[src/rtl/aes_buffer_unit.sv]
// Operand staging buffer and start/done handshake for the custom-buffer AES instruction group.
// Stages plaintext and key words, configures key length, launches the AES core and holds the 128-bit result.
module aes_buffer_unit #(
  parameter int unsigned DATA_W    = 32,
  parameter int unsigned BUF_WORDS = 12
) (
  input  logic              clk,
  input  logic              rst_n,
  input  logic              load_temp,
  input  logic              plus1,
  input  logic              aes_w,
  input  logic [1:0]        key_size,
  input  logic              enable_aes,
  input  logic [DATA_W-1:0] wdata,
  input  logic [1:0]        rd_idx,
  output logic              aes_start,
  output logic [127:0]      aes_block,
  output logic [255:0]      aes_key,
  output logic [1:0]        aes_key_size,
  input  logic              aes_done,
  input  logic [127:0]      aes_result,
  output logic [DATA_W-1:0] rdata,
  output logic              result_valid,
  output logic              busy,
  output logic              stall,
  output logic              cfg_err
);

  typedef enum logic [1:0] {S_IDLE, S_START, S_WAIT, S_DONE} state_t;

  localparam logic [3:0] LAST_IDX = 4'(BUF_WORDS - 1);

  state_t            state_q, state_d;
  logic [DATA_W-1:0] buf_q [BUF_WORDS];
  logic [3:0]        wptr_q;
  logic [1:0]        cfg_q;
  logic              cfg_err_q;
  logic              result_valid_q;
  logic [127:0]      result_q;
  logic              cmd_any;
  logic              done_hit;
  logic [3:0]        key_words;

  assign busy         = (state_q == S_START) || (state_q == S_WAIT);
  assign cmd_any      = load_temp | plus1 | aes_w | enable_aes;
  assign stall        = busy & cmd_any;
  assign aes_start    = (state_q == S_START);
  assign done_hit     = (state_q == S_WAIT) && aes_done;
  assign aes_key_size = cfg_q;
  assign cfg_err      = cfg_err_q;
  assign result_valid = result_valid_q;

  always_ff @(posedge clk or negedge rst_n) begin
    if (!rst_n) state_q <= S_IDLE;
    else        state_q <= state_d;
  end

  always_comb begin
    state_d = state_q;
    unique case (state_q)
      S_IDLE:  if (enable_aes) state_d = S_START;
      S_START: state_d = S_WAIT;
      S_WAIT:  if (aes_done) state_d = S_DONE;
      S_DONE:  state_d = S_IDLE;
      default: state_d = S_IDLE;
    endcase
  end

  always_ff @(posedge clk or negedge rst_n) begin
    if (!rst_n) begin
      for (int unsigned i = 0; i < BUF_WORDS; i++) buf_q[i] <= '0;
      wptr_q         <= '0;
      cfg_q          <= '0;
      cfg_err_q      <= 1'b0;
      result_q       <= '0;
      result_valid_q <= 1'b0;
    end else begin
      if (done_hit) result_q <= aes_result;
      // Buffer and config are frozen while the core owns aes_block/aes_key.
      if (!busy) begin
        if (load_temp && (wptr_q <= LAST_IDX)) buf_q[wptr_q] <= wdata;
        if (aes_w) begin
          wptr_q <= '0;
          if (key_size == 2'd3) begin
            cfg_q     <= 2'd0;
            cfg_err_q <= 1'b1;
          end else begin
            cfg_q <= key_size;
          end
        end else if (plus1) begin
          wptr_q <= (wptr_q == LAST_IDX) ? 4'd0 : wptr_q + 4'd1;
        end
      end
      if (done_hit)
        result_valid_q <= 1'b1;
      else if (!busy && (aes_w || ((state_q == S_IDLE) && enable_aes)))
        result_valid_q <= 1'b0;
    end
  end

  always_comb begin
    unique case (cfg_q)
      2'd1:    key_words = 4'd6;
      2'd2:    key_words = 4'd8;
      default: key_words = 4'd4;
    endcase
  end

  always_comb begin
    aes_block = '0;
    aes_key   = '0;
    for (int unsigned i = 0; i < 4; i++)
      aes_block[(3-i)*DATA_W +: DATA_W] = buf_q[i];
    for (int unsigned i = 0; i < 8; i++)
      if (4'(i) < key_words) aes_key[(7-i)*DATA_W +: DATA_W] = buf_q[4+i];
  end

  always_comb begin
    unique case (rd_idx)
      2'd0:    rdata = result_q[127:96];
      2'd1:    rdata = result_q[95:64];
      2'd2:    rdata = result_q[63:32];
      default: rdata = result_q[31:0];
    endcase
  end

endmodule

[config.mk]
export PLATFORM = sky130hd
export DESIGN_NAME = aes_buffer_unit
export DESIGN_NICKNAME = d
export VERILOG_FILES = /design/src/rtl/aes_buffer_unit.sv
export SDC_FILE = /design/constraint.sdc
export NUM_CORES = 1
export LEC_CHECK = 0
export BUFFER_PORTS_ARGS = -buffer_cell sky130_fd_sc_hd__buf_2
export CAP_MARGIN = 25
export CORE_AREA = 2 2 279 281
export DETAILED_ROUTE_END_ITERATION = 6
export DIE_AREA = 0 0 281 283
export GPL_ROUTABILITY_DRIVEN = 0
export MAX_ROUTING_LAYER = met4
export SLEW_MARGIN = 20
export SYNTH_ARGS = -nofsm -noshare
export SYNTH_HDL_FRONTEND = slang
export SYNTH_SLANG_ARGS = --single-unit
[constraint.sdc]
create_clock -name clk -period 5.5 [get_ports clk]
set_clock_uncertainty 0.15 [all_clocks]
set_input_delay 0.55 -clock clk [delete_from_list [all_inputs] [get_ports clk]]
set_output_delay 0.55 -clock clk [all_outputs]
set_load 0.03 [all_outputs]
======== Word-level counts from Yosys, hierarchy flattened ========
Index checks and enable logic that the tools add are counted.
storage, ports and cells
  flip-flop bits (word level) ............. 522
  bits in latches ......................... 0
  RAM bits ................................ 0
  memory bits (read-only) ................. 0
  bits of input ports ..................... 171
  logic and storage cells ................. 86
  memories kept ........................... 0
operators by class
  add/subtract/negate cells ............... 1
  multiply operators ...................... 0
  div/mod/pow operators ................... 0
  $lt $le $gt $ge ......................... 11
  equality and inequality tests ........... 11
  shift operators ......................... 0
  muxes and demuxes ....................... 22
  bitwise gates (word level) .............. 6
  reductions and logical operators ........ 17
operators by type and width
  operator                                                                count
  384-bit bitwise mux                                                     1
  32-bit two-way mux                                                      9
  32-bit demux with 4-bit select                                          1
  32-bit case mux with 3 select lines                                     1
  3-bit by 4-bit < comparator with 1-bit output (first input constant)    4
  4-bit two-way mux                                                       3
  2-bit equality test (second input constant)                             5
  1-bit by 4-bit < comparator with 1-bit output (first input constant)    2
  2-bit by 4-bit < comparator with 1-bit output (first input constant)    2
  2-bit case mux with 4 select lines                                      1
  4-bit case mux with 2 select lines                                      1
  2-bit AND reduction                                                     4
  2-bit by 1-bit equality test with 1-bit output (second input constant)  3
  2-bit two-way mux                                                       3
  5-bit greater-or-equal comparator (second input constant)               1
  1-bit logical AND                                                       5
  5-bit by 1-bit < comparator with 1-bit output (second input constant)   1
  4-bit inverter with 5-bit output                                        1
  4-bit by 1-bit adder with 4-bit output (second input constant)          1
  4-bit equality test (second input constant)                             1
  4-bit <= comparator (second input constant)                             1
  2-bit zero test                                                         2
  2-bit inequality test (second input constant)                           2
  2-bit nonzero test                                                      2
  other kinds (7)                                                         11

======== Logic depth before layout (Yosys ltp) ========
  word-level depth ........................ 6
  depth in mapped cells ................... 7
  gate-level depth less buffers ........... 5

======== Worst setup path before layout ========
Ideal clock, no wire load.
  path type ............................... flip-flop to output port
  from .................................... register cfg_q[0], in the netlist aes_key_size[0]
  to ...................................... output aes_key[100]
  arrival time ............................ 1.720 ns
  required time ........................... 4.800 ns
  slack ................................... 3.080 ns
  stages on the path, launching flop included .. 6
  buffers on the path ..................... 2
  cell sequence ........................... dfrtp_1 > inv_1 > ha_1 > clkbuf_1 > clkbuf_1 > nor2b_1
between the ends
  word-level cells in the longest chain between the ends .. 4
ends and longest elaborated chain
  what                                                                                          line  source
  start: declaration                                                                            36    logic [1:0] cfg_q;
  start signal: assignment                                                                      88    cfg_q <= key_size;
  2-bit equality test / 2-bit by 1-bit equality test with 1-bit output (equally long branches)  102   unique case (cfg_q)
  4-bit case mux with 2 select lines (*)                                                        102
  3-bit by 4-bit < comparator with 1-bit output (*)                                             115   if (4'(i) < key_words) aes_key[(7-i)*DATA_W +: DATA_W] = buf_q[4+i];
  32-bit two-way mux (*)                                                                        115
  end: declaration                                                                              18    output logic [255:0] aes_key,
Every way passes the cells marked *; elsewhere a longest branch is shown, timed or not.

======== Worst setup path after layout ========
  from .................................... register cfg_q[0], in the netlist aes_key_size[0]
  to ...................................... output aes_key[89]
The elaborated chain is that of the path after synthesis.

==> summary.md <==
| Metric | Value |
|---|---|
| TritonCTS Buffers | 59 |
| Power Density | 557.7 mW/mm^2 |
| CTS root buffer | clkbuf_16 |
| Largest net degree at the start of global routing | 144 |
| First-pass GRT wire length | 98390 um |
| IO Pins | 594 |
| Num Clock Sinks | 522 |
| Post-DRT Antenna Nets | 0 |
| Post-route setup TNS | 0 ns |
| GRT Util Overall | 16.79% |
| Fillers | about 7300 |
| Vias in the first global route | 15550 |
| Top cells by count, synth | dfrtp_1 (522), mux2_2 (505), clkbuf_1 (180), buf_4 (137), nor2b_1 (65) |
| CTS Buffer Depth | 3 |
| Area of the multi-input gates | 0.007825 sq mm |
| WL per Instance | 20.83 um |
| CP cell instances | inv_1 -> ha_4 -> nor2b_1 -> buf_2 |
| Yosys top cell area share | 57.38% |
| Final Setup Violations | 0 |
| Area growth syn-to-layout | 25.52% |
| Worst slew pin tran | 0.8917 ns |
| Final max-slew violation count | 0 |
| Top_reg_cell synth | dfrtp_1 |
| DRT Pass-1 Iters | 4 |
| Syn Inst Count | 1629 |
| Routed wire length | roughly 66000 um |
| Share of cells above drive strength 1 | 59.52% |
| Port buffer count | 593 |
| Dpl hpwl | 44870 um |
| WP data required | 4.80 ns |
| Drt drc | 0 |
| Nets@finish | between 2000 and 2500 |
| Die ar. | 0.07952 sq mm |
| Via-per-instance ratio | between 4 and 5 |
| Worst Setup End Kind | primary output |
| F_max | about 330 MHz |
| Yosys reg bits | 522 |
| Synth Warn # | 0 |
| Worst Hold Class | input pin to flip-flop |
| Initial antenna violation count | 5 |
| Initial Util | 29.68% |
| Yosys cell types | 28 |
| Drt first-iter violations | 512 |
| Clock input transition at the sequential cells of the worst setup and hold paths | 0.06 ns |
| Die Ht | between 200 and 300 um |
| Final hold violations | 0 |
| Relative slew slack | 40.55% |
| VDD IR-drop max | between 300 and 400 uV |
| Cell taking the most area after synthesis | dfrtp_1 |
| Most common cell in the netlist | dfrtp_1 |
| Core ar. | 0.07670 sq mm |
| Ys async rst share | 100.0% |
| Post-Syn Area | 0.02277 sq mm |
| Time the worst path needs with I/O delays and setup | 3.024 ns |
| CTS tree | done |
| CP Data Arrival Time | between 2 and 2.5 ns |
| Status | completed |
| Worst-Skew Late Latency | 0.60 ns |
| RSZ-0062 raised after global routing | false |
| Grt total ovfl | 0 |
| Top cells by area, synth | dfrtp_1 (57%), mux2_2 (25%), buf_4 (4.5%), mux4_2 (3.2%), clkbuf_1 (3.0%) |
| Final period util | between 50% and 60% |
| Cell family with most CP delay | adder cells |
| Avg Cell Area, Syn | 13.98 sq um |
| Crit-path slowest cell | ha_4 |
| Number of max-cap violations | 0 |
| CP bufs+invs | 2 |
| Utilization after layout | 37.26% |
| Htree depth | 2 |
| Kind of critical path | flip-flop to primary output |
| CP Launch Type | flip-flop |
| Die width | 281 um |
| Placement Rows | 102 |
| Largest stage delay, worst path | between 0.7 and 0.8 ns |
| Cell leakage power | 14.41 nW |
| Sequential Area | 0.01306 sq mm |
| Vias after detailed routing | 14100 |
| Synthesized net count | 1810 |
| CP max FO | between 60 and 70 |
| Register area share after synthesis | 57.38% |
| Post-synth EDFFs | 0 |
| Post-CTS Resized | 0 |
## final cells by class
class                           count  area share [%]
Multi-Input combinational cell    737           27.38
Sequential cell                   522           45.71
Clock inverter                     24          0.9370
Timing Repair Buffer              737           15.42
Inverter                            9          0.1182
Antenna cell                        5         0.04378
Clock buffer                       83           5.832
Tap cell                         1040           4.554
## through the flow
step                instance area [sq um]  std cells  total power, mW  hold WS (ns)  setup WS [ns]
global route                        28570       3155            16.77      0.008860          2.261
floorplan                           22770       1629            10.77        0.1044          3.080
global placement                    25390       2921            11.87        0.3119          2.493
finish                              28580       3157            15.94       0.04591          2.476
CTS                                 28560       3152            16.13     0.0003358          2.345
detailed placement                  25390       2921            12.07        0.3205          2.437
## final timing paths
| kind | startpoint | end | slack (ns) | cells past startpoint |
|---|---|---|---|---|
| max | aes_key_size[0]$_DFFE_PN0P_ | aes_key[89] | 2.48 | 4 |
| min | aes_result[74] | result_q[74]$_DFFE_PN0P_ | 0.05 | 2 |
| max reg2reg | state_q[1]$_DFFE_PN0P_ | buf_q[43]$_DFFE_PN0P_ | 2.49 | 6 |
| min reg2reg | buf_q[7]$_DFFE_PN0P_ | buf_q[7]$_DFFE_PN0P_ | 0.33 | 1 |
| max in group asynchronous | rst_n | buf_q[62]$_DFFE_PN0P_ | 3.48 | 3 |
| min in group asynchronous | rst_n | buf_q[0]$_DFFE_PN0P_ | 0.39 | 2 |
## layout by cell type (no fill, tap or decap), drive strengths merged, types with 2 or more instances in the layout
master	Yosys	final
a21oi	2	2
and2	64	64
buf	181	613
bufinv	0	4
clkbuf	180	83
clkinv	0	17
dfrtp	522	522
diode	0	5
dlygate4sd3	0	124
ha	10	10
inv	9	11
mux2	513	513
mux4	32	32
nand2	8	8
nand2b	5	5
nand3	7	7
nand3b	5	5
nor2	7	7
nor2b	65	65
nor3b	4	4
o21ai	9	9
## flip-flops by register name, summed over array words and instances (netlist names)
register / count
aes_block: 128
aes_key_size: 2
buf_q: 256
cfg_err: 1
result_q: 128
result_valid: 1
state_q: 2
wptr_q: 4
## cells by family (layout without fill, tap and decap cells)
kind of cell	Yosys count	count (layout)	synth area share, %
mux	546	546	28.58
fa+ha+maj	10	10	0.5496
compound gates	15	15	0.3902
buf+inv	370	853	8.595
simple gates	166	166	4.507
flops	522	522	57.38
other cells	0	5	0
## repair_timing
item,CTS,global route
setup buffers,0,0
endpoints found under the hold margin,202,0
hold buffers,124,0
## per-layer routing
| metal | track usage [%] | share of wire [%] | routed length [um] |
|---|---|---|---|
| met1 | 19.39 | 41 | 26780 |
| met2 | 29.25 | 51 | 33300 |
| met3 | 3.430 | 5.4 | 3558 |
| met4 | 4.960 | 3.2 | 2123 |
| met5 | - | 0 | 0 |
## report_power, final
part | switching, mW | internal, mW
clock | 1.62 | 2.30
sequential | 0.725 | 5.27
combinational | 3.61 | 2.41
total | 5.95 | 9.98
Note: power is estimated with default switching activity, not from simulation.
